===== src/rtl/axis_arb_pkg.sv =====
`default_nettype none
// ============================================================================
//  Module      : axis_arb_pkg
//  Description : Shared definitions for the AXI-Stream round-robin arbiter:
//                FSM state encoding and the round-robin winner function.
//  Revision    : 1.0 - initial release
// ============================================================================
package axis_arb_pkg;

  // Upper bound on channel count; the winner function works on this width.
  localparam int c_max_ch = 16;

  // Arbiter FSM state encoding
  typedef logic [0:0] arb_state_t;
  localparam arb_state_t c_st_idle   = 1'b0;
  localparam arb_state_t c_st_stream = 1'b1;

  // First requesting channel found scanning upward from (last_grant+1) with
  // wrap at num_ch. Returns 0 when nothing requests (caller ignores it then).
  function automatic logic [3:0] next_rr(
    input logic [c_max_ch-1:0] req,
    input logic [3:0]          last_grant,
    input int                  num_ch
  );
    logic [3:0] win;
    logic       found;
    int         idx;
    win   = '0;
    found = 1'b0;
    for (int k = 1; k <= c_max_ch; k++) begin
      idx = (int'(last_grant) + k) % num_ch;
      if (!found && (k <= num_ch) && req[idx]) begin
        win   = 4'(idx);
        found = 1'b1;
      end
    end
    return win;
  endfunction

endpackage
`default_nettype wire


===== src/rtl/axis_skid_buffer.sv =====
`default_nettype none
// ============================================================================
//  Module      : axis_skid_buffer
//  Description : Two-entry skid buffer with a registered input ready, so the
//                downstream ready never reaches the upstream ready
//                combinationally.
//  Revision    : 1.0 - initial release
// ============================================================================
module axis_skid_buffer
  import axis_arb_pkg::*;
#(
  parameter int PAYLOAD_WIDTH = 35
) (
  input  logic                     axi_clk,
  input  logic                     axi_reset,
  input  logic                     in_valid,
  output logic                     in_ready,
  input  logic [PAYLOAD_WIDTH-1:0] in_payload,
  output logic                     out_valid,
  input  logic                     out_ready,
  output logic [PAYLOAD_WIDTH-1:0] out_payload
);

  logic [PAYLOAD_WIDTH-1:0] r_head;
  logic [PAYLOAD_WIDTH-1:0] r_tail;
  logic [1:0]               r_occ;
  logic                     r_in_ready;
  logic                     w_push;
  logic                     w_pop;
  logic [1:0]               w_occ_next;

  assign in_ready    = r_in_ready;
  assign out_valid   = (r_occ != 2'd0);
  assign out_payload = r_head;
  assign w_push      = in_valid & r_in_ready;
  assign w_pop       = out_valid & out_ready;

  // Occupancy after this cycle's push/pop
  always_comb begin
    w_occ_next = r_occ + {1'b0, w_push} - {1'b0, w_pop};
  end

  // Storage update; full buffer never sees a push because in_ready is low
  always_ff @(posedge axi_clk or posedge axi_reset) begin
    if (axi_reset) begin
      r_head     <= '0;
      r_tail     <= '0;
      r_occ      <= 2'd0;
      r_in_ready <= 1'b0;
    end else begin
      r_occ      <= w_occ_next;
      r_in_ready <= (w_occ_next <= 2'd1);
      if (w_pop) begin
        if (w_push) begin
          r_head <= in_payload;
        end else if (r_occ == 2'd2) begin
          r_head <= r_tail;
        end
      end else if (w_push) begin
        if (r_occ == 2'd0) begin
          r_head <= in_payload;
        end else begin
          r_tail <= in_payload;
        end
      end
    end
  end

endmodule
`default_nettype wire


===== src/rtl/axis_rr_arbiter.sv =====
`default_nettype none
// ============================================================================
//  Module      : axis_rr_arbiter
//  Description : N-channel AXI-Stream round-robin arbiter. Grants one source
//                for a burst of up to BURST_LEN beats, tags each beat with the
//                source ID and drives the output through a skid buffer.
//  Revision    : 1.0 - initial release
// ============================================================================
module axis_rr_arbiter
  import axis_arb_pkg::*;
#(
  parameter int NUM_CH     = 4,
  parameter int DATA_WIDTH = 32,
  parameter int BURST_LEN  = 16,
  parameter int ID_WIDTH   = $clog2(NUM_CH),
  parameter int CNT_WIDTH  = $clog2(BURST_LEN + 1)
) (
  input  logic                         axi_clk,
  input  logic                         axi_reset,
  input  logic [NUM_CH-1:0]            cfg_enable,
  input  logic [NUM_CH-1:0]            s_axis_valid,
  input  logic [NUM_CH*DATA_WIDTH-1:0] s_axis_data,
  input  logic [NUM_CH-1:0]            s_axis_last,
  output logic [NUM_CH-1:0]            s_axis_ready,
  output logic                         m_axis_valid,
  output logic [DATA_WIDTH-1:0]        m_axis_data,
  output logic                         m_axis_last,
  output logic [ID_WIDTH-1:0]          m_axis_id,
  input  logic                         m_axis_ready,
  output logic                         busy
);

  localparam int c_pay_w = DATA_WIDTH + ID_WIDTH + 1;

  arb_state_t            r_state;
  logic [ID_WIDTH-1:0]   r_grant;
  logic [ID_WIDTH-1:0]   r_last_grant;
  logic [CNT_WIDTH-1:0]  r_beat_cnt;

  logic [NUM_CH-1:0]     w_req;
  logic [ID_WIDTH-1:0]   w_winner;
  logic                  w_grant_valid;
  logic                  w_grant_last;
  logic [DATA_WIDTH-1:0] w_grant_data;
  logic                  w_skid_in_ready;
  logic                  w_fire;
  logic                  w_last_out;
  logic [c_pay_w-1:0]    w_in_payload;
  logic [c_pay_w-1:0]    w_out_payload;

  assign w_req         = s_axis_valid & cfg_enable;
  assign w_winner      = ID_WIDTH'(next_rr(c_max_ch'(w_req), 4'(r_last_grant), NUM_CH));
  assign w_grant_valid = s_axis_valid[r_grant];
  assign w_grant_last  = s_axis_last[r_grant];
  assign w_grant_data  = s_axis_data[r_grant*DATA_WIDTH +: DATA_WIDTH];
  assign w_fire        = (r_state == c_st_stream) & w_grant_valid & w_skid_in_ready;
  assign w_last_out    = w_grant_last | (r_beat_cnt == CNT_WIDTH'(BURST_LEN - 1));
  assign w_in_payload  = {w_grant_data, r_grant, w_last_out};
  assign busy          = (r_state == c_st_stream) | m_axis_valid;

  // Only the granted channel sees ready, and only from registered state
  always_comb begin
    s_axis_ready = '0;
    if (r_state == c_st_stream) begin
      s_axis_ready[r_grant] = w_skid_in_ready;
    end
  end

  // Arbitration FSM: one IDLE cycle per grant, burst ends on last/limit/valid drop
  always_ff @(posedge axi_clk or posedge axi_reset) begin
    if (axi_reset) begin
      r_state      <= c_st_idle;
      r_grant      <= '0;
      r_last_grant <= ID_WIDTH'(NUM_CH - 1);
      r_beat_cnt   <= '0;
    end else begin
      case (r_state)
        c_st_idle: begin
          if (|w_req) begin
            r_grant    <= w_winner;
            r_beat_cnt <= '0;
            r_state    <= c_st_stream;
          end
        end
        default: begin
          if (!w_grant_valid) begin
            r_state      <= c_st_idle;
            r_last_grant <= r_grant;
          end else if (w_fire) begin
            r_beat_cnt <= r_beat_cnt + CNT_WIDTH'(1);
            if (w_last_out) begin
              r_state      <= c_st_idle;
              r_last_grant <= r_grant;
            end
          end
        end
      endcase
    end
  end

  axis_skid_buffer #(
    .PAYLOAD_WIDTH (c_pay_w)
  ) u_skid (
    .axi_clk     (axi_clk),
    .axi_reset   (axi_reset),
    .in_valid    (w_fire),
    .in_ready    (w_skid_in_ready),
    .in_payload  (w_in_payload),
    .out_valid   (m_axis_valid),
    .out_ready   (m_axis_ready),
    .out_payload (w_out_payload)
  );

  assign {m_axis_data, m_axis_id, m_axis_last} = w_out_payload;

endmodule
`default_nettype wire


===== config.mk =====
export PLATFORM = sky130hd
export DESIGN_NAME = axis_rr_arbiter
export DESIGN_NICKNAME = d
export VERILOG_FILES = /design/src/rtl/axis_arb_pkg.sv /design/src/rtl/axis_skid_buffer.sv /design/src/rtl/axis_rr_arbiter.sv
export SDC_FILE = /design/constraint.sdc
export NUM_CORES = 1
export LEC_CHECK = 0
export ABC_AREA = 0
export CAP_MARGIN = 20
export CORE_UTILIZATION = 43
export CTS_CLUSTER_SIZE = 20
export DETAILED_ROUTE_END_ITERATION = 7
export HOLD_SLACK_MARGIN = 0.15
export MAX_ROUTING_LAYER = met4
export PLACE_DENSITY = 0.78
export RECOVER_POWER = 50
export SLEW_MARGIN = 40
export SYNTH_ARGS = -nofsm -noshare
export SYNTH_HDL_FRONTEND = slang
export SYNTH_HIERARCHICAL = 1
export SYNTH_SLANG_ARGS = --single-unit

===== constraint.sdc =====
create_clock -name axi_clk -period 3.19 [get_ports axi_clk]
set_input_delay 0.957 -clock axi_clk [delete_from_list [all_inputs] [get_ports axi_clk]]
set_output_delay 0.957 -clock axi_clk [all_outputs]
set_load 0.03 [all_outputs]

==> impl_results.md <==
* Met1 Track Usage GR at 0.2796
* Vias in the first global route at 3,783
* Clock skew at 0.009134 ns
* Async set-reset flop share out of synthesis at 1.000
* Crit start category: flop
* Iter 0 DRT Violations at 130
* # resized after CTS at 0
* Setup WS pre-CTS at -0.02481 ns
* Avg Cell Area, Syn at 14.79 um2
* Max clock buf depth at 2
* Max_cap viols at 0
* Crit Path Max Fanout at 4
* Global routing usage on met3 at 0.04947
* Layout area overhead at 48.86%
* CP required at 2.23 ns
* Antenna Cells at 0
* Root Buffer: clkbuf_8
* Period utilization at 0.9271
* DP HPWL at 9.091 mm
* Dominant synthesized flop cell: dfrtp_1
* DRC at 0
* Remaining antenna violation count at 0
* Power Density at 865.4 mW/mm2
* Inst Count DP at 630
* Yosys warns at 6
* First drt pass iteration count at 4
* Die height at 105.8 um
* H-tree levels at 3
* Row count at 37
* Reg clk slew, reported paths at 0.09 ns
* Hold Crit Class: flop to flop
* Mapped Cells at 313
* DRT Wirelength at 11.78 mm
* Largest net degree at the start of global routing at 34
* Final hold vios at 0
* Leak at 0.002779 uW
* Peak supply drop at 0.0003999 V
* Min Tclk post-route at 2.957 ns
* Post-synth cell types at 45
* Die area at 0.01119 mm2
* Synth area leader: dfrtp_1
* Status: finished clean
* Final Max Slew Viols at 0
* Global Route Usage Sum at 0.2317
* Layout Nets at 652
* IO Port Bufs at 183
* Post-synth EDFFs at 0
* Fmax at 338.1 MHz
* Share of cells above drive strength 1 at 0.3549
* Yosys reg bits at 83
* CTS tree: yes
* RePlAce Congestion at 0.8222
* Core footprint at 0.01037 mm2
* Met2 Use GR at 0.3931
* Initial core utilization at 0.4464
* Cts bufs inserted at 9
* Syn nets at 460
* Vias at 3,448
* Post-CTS setup buffer count at 0
* Vias/cell at 5.337
* Critical Path AT at 2.00 ns
* Unrepaired setup endpoints after global routing: false
* Post-CTS Hold Fix Bufs at 0
* Setup-failing EPs final at 0
* Worst-Skew Late Latency at 0.36 ns
* WL/cell at 18.24 um
* Slew margin rel. at 0.3124
* Sequential fraction of the synthesis area at 0.4492
* Cell Count, Final, Fillers Out at 646
* Area share of the leading cell type in the synthesized netlist at 0.4378
* Total gr overflow at 0
* Critical path type: flop to output pin
* Synth area leaders: dfrtp_1 44%, mux2_2 25%, mux4_2 17%
* Setup ws final at 0.2326 ns
* Final hold slack at 0.4957 ns
* Die width at 105.8 um
* First-pass GRT wire length at 19.33 mm
* Worst Tran Pin Value at 1.030 ns
* CP Capture Type: output pin
* Initial antenna violation count at 0
* GR peak layer: met2
* Cell Area, Synth at 0.004629 mm2
* Clock sink total at 83
* # IOs at 184
worst max-delay path, cell delays in order (launching register included):
cell and delay, ns:
dfrtp_1 0.44, nor2_2 0.23, inv_1 0.10, or2_2 0.29, clkdlybuf4s50_1 0.59
logic make-up after synthesis:
logic type / Yosys count / synth area share
mux: 141 / 0.4273
flops: 83 / 0.4492
buf+inv: 29 / 0.03513
simple gates: 29 / 0.03379
compound gates: 24 / 0.03811
fa+ha+maj: 4 / 0.01081
xor+xnor: 3 / 0.005677
worst paths after layout:
check                                       start                     end  slack [ns]  depth (start not counted)
setup / recovery                  u_skid/r_occ[1]                    busy        0.23                          4
hold / removal             u_skid/out_payload[28]  u_skid/out_payload[28]        0.50                          1
setup reg to reg                       r_grant[1]         u_skid/r_occ[1]        0.81                          9
hold reg to reg            u_skid/out_payload[28]  u_skid/out_payload[28]        0.50                          1
max in group asynchronous               axi_reset        u_skid/r_tail[3]        0.70                          3
min in group asynchronous               axi_reset           r_beat_cnt[3]        1.05                          2
layout make-up:
type	instances	area [um2]
fill	757	3478
sequential	83	2082
clock buffer	11	141.4
timing repair buffer	199	2002
inverter	11	41.29
multi-input combinational	201	2395
tap	136	170.2
clock inverter	5	60.06
cells in the mapped netlist (2+ instances only):
cell type  number
mux2_2        102
dfrtp_1        81
mux4_2         34
inv_1           9
nand2_1         8
buf_4           7
nand3_1         6
buf_2           4
ha_1            4
nor2_1          4
a21oi_1         3
a31oi_1         3
buf_6           3
clkbuf_1        3
mux2_1          3
o21ai_1         3
a22oi_1         2
dfstp_2         2
inv_2           2
mux2_4          2
nor3_1          2
o21ai_0         2
xor2_1          2
metal layers:
metal / wire length (um) / vias to the layer above
li1: - / 1574
met4: 132 / 0
met3: 672 / 10
met5: 0 / -
met2: 6152 / 116
met1: 4825 / 1748
where the power goes:
part           leakage [uW]  internal (uW)  switching (uW)
sequential          0.00103           1550             321
combinational       0.00165           1800            1520
clock             0.0000999            386             381
total               0.00278           3740            2230
registers in the layout, indices dropped and copies added, names as in the netlist:
register	cells
u_skid/in_ready	1
r_state	1
u_skid/out_payload	35
r_beat_cnt	5
r_grant	2
u_skid/r_occ	2
r_last_grant	2
u_skid/r_tail	35
per-stage QoR:
step           total power, uW  setup TNS [ns]    util  area (um2)
2_1_floorplan             4119               0       -        4629
3_3_place_gp              5189               0  0.6482        6721
3_5_place_dp              5295         -0.2693  0.6482        6721
4_1_cts                   6082               0  0.6676        6923
5_1_grt                   6340               0  0.6646        6892
6_report                  5964               0  0.6646        6892
placed cells by master, fill, tap and decap left out, types with 4 or more instances in the layout:
| master | count |
|---|---|
| nor2_1 | 4 |
| mux4_2 | 34 |
| o21ai_0 | 5 |
| dfrtp_1 | 79 |
| buf_4 | 7 |
| clkdlybuf4s50_1 | 172 |
| nand3_1 | 6 |
| ha_1 | 4 |
| clkbuf_8 | 10 |
| inv_1 | 9 |
| buf_12 | 5 |
| dlygate4sd3_1 | 11 |
| nand2_1 | 8 |
| mux2_2 | 102 |
Note: power is estimated with default switching activity, not from simulation.
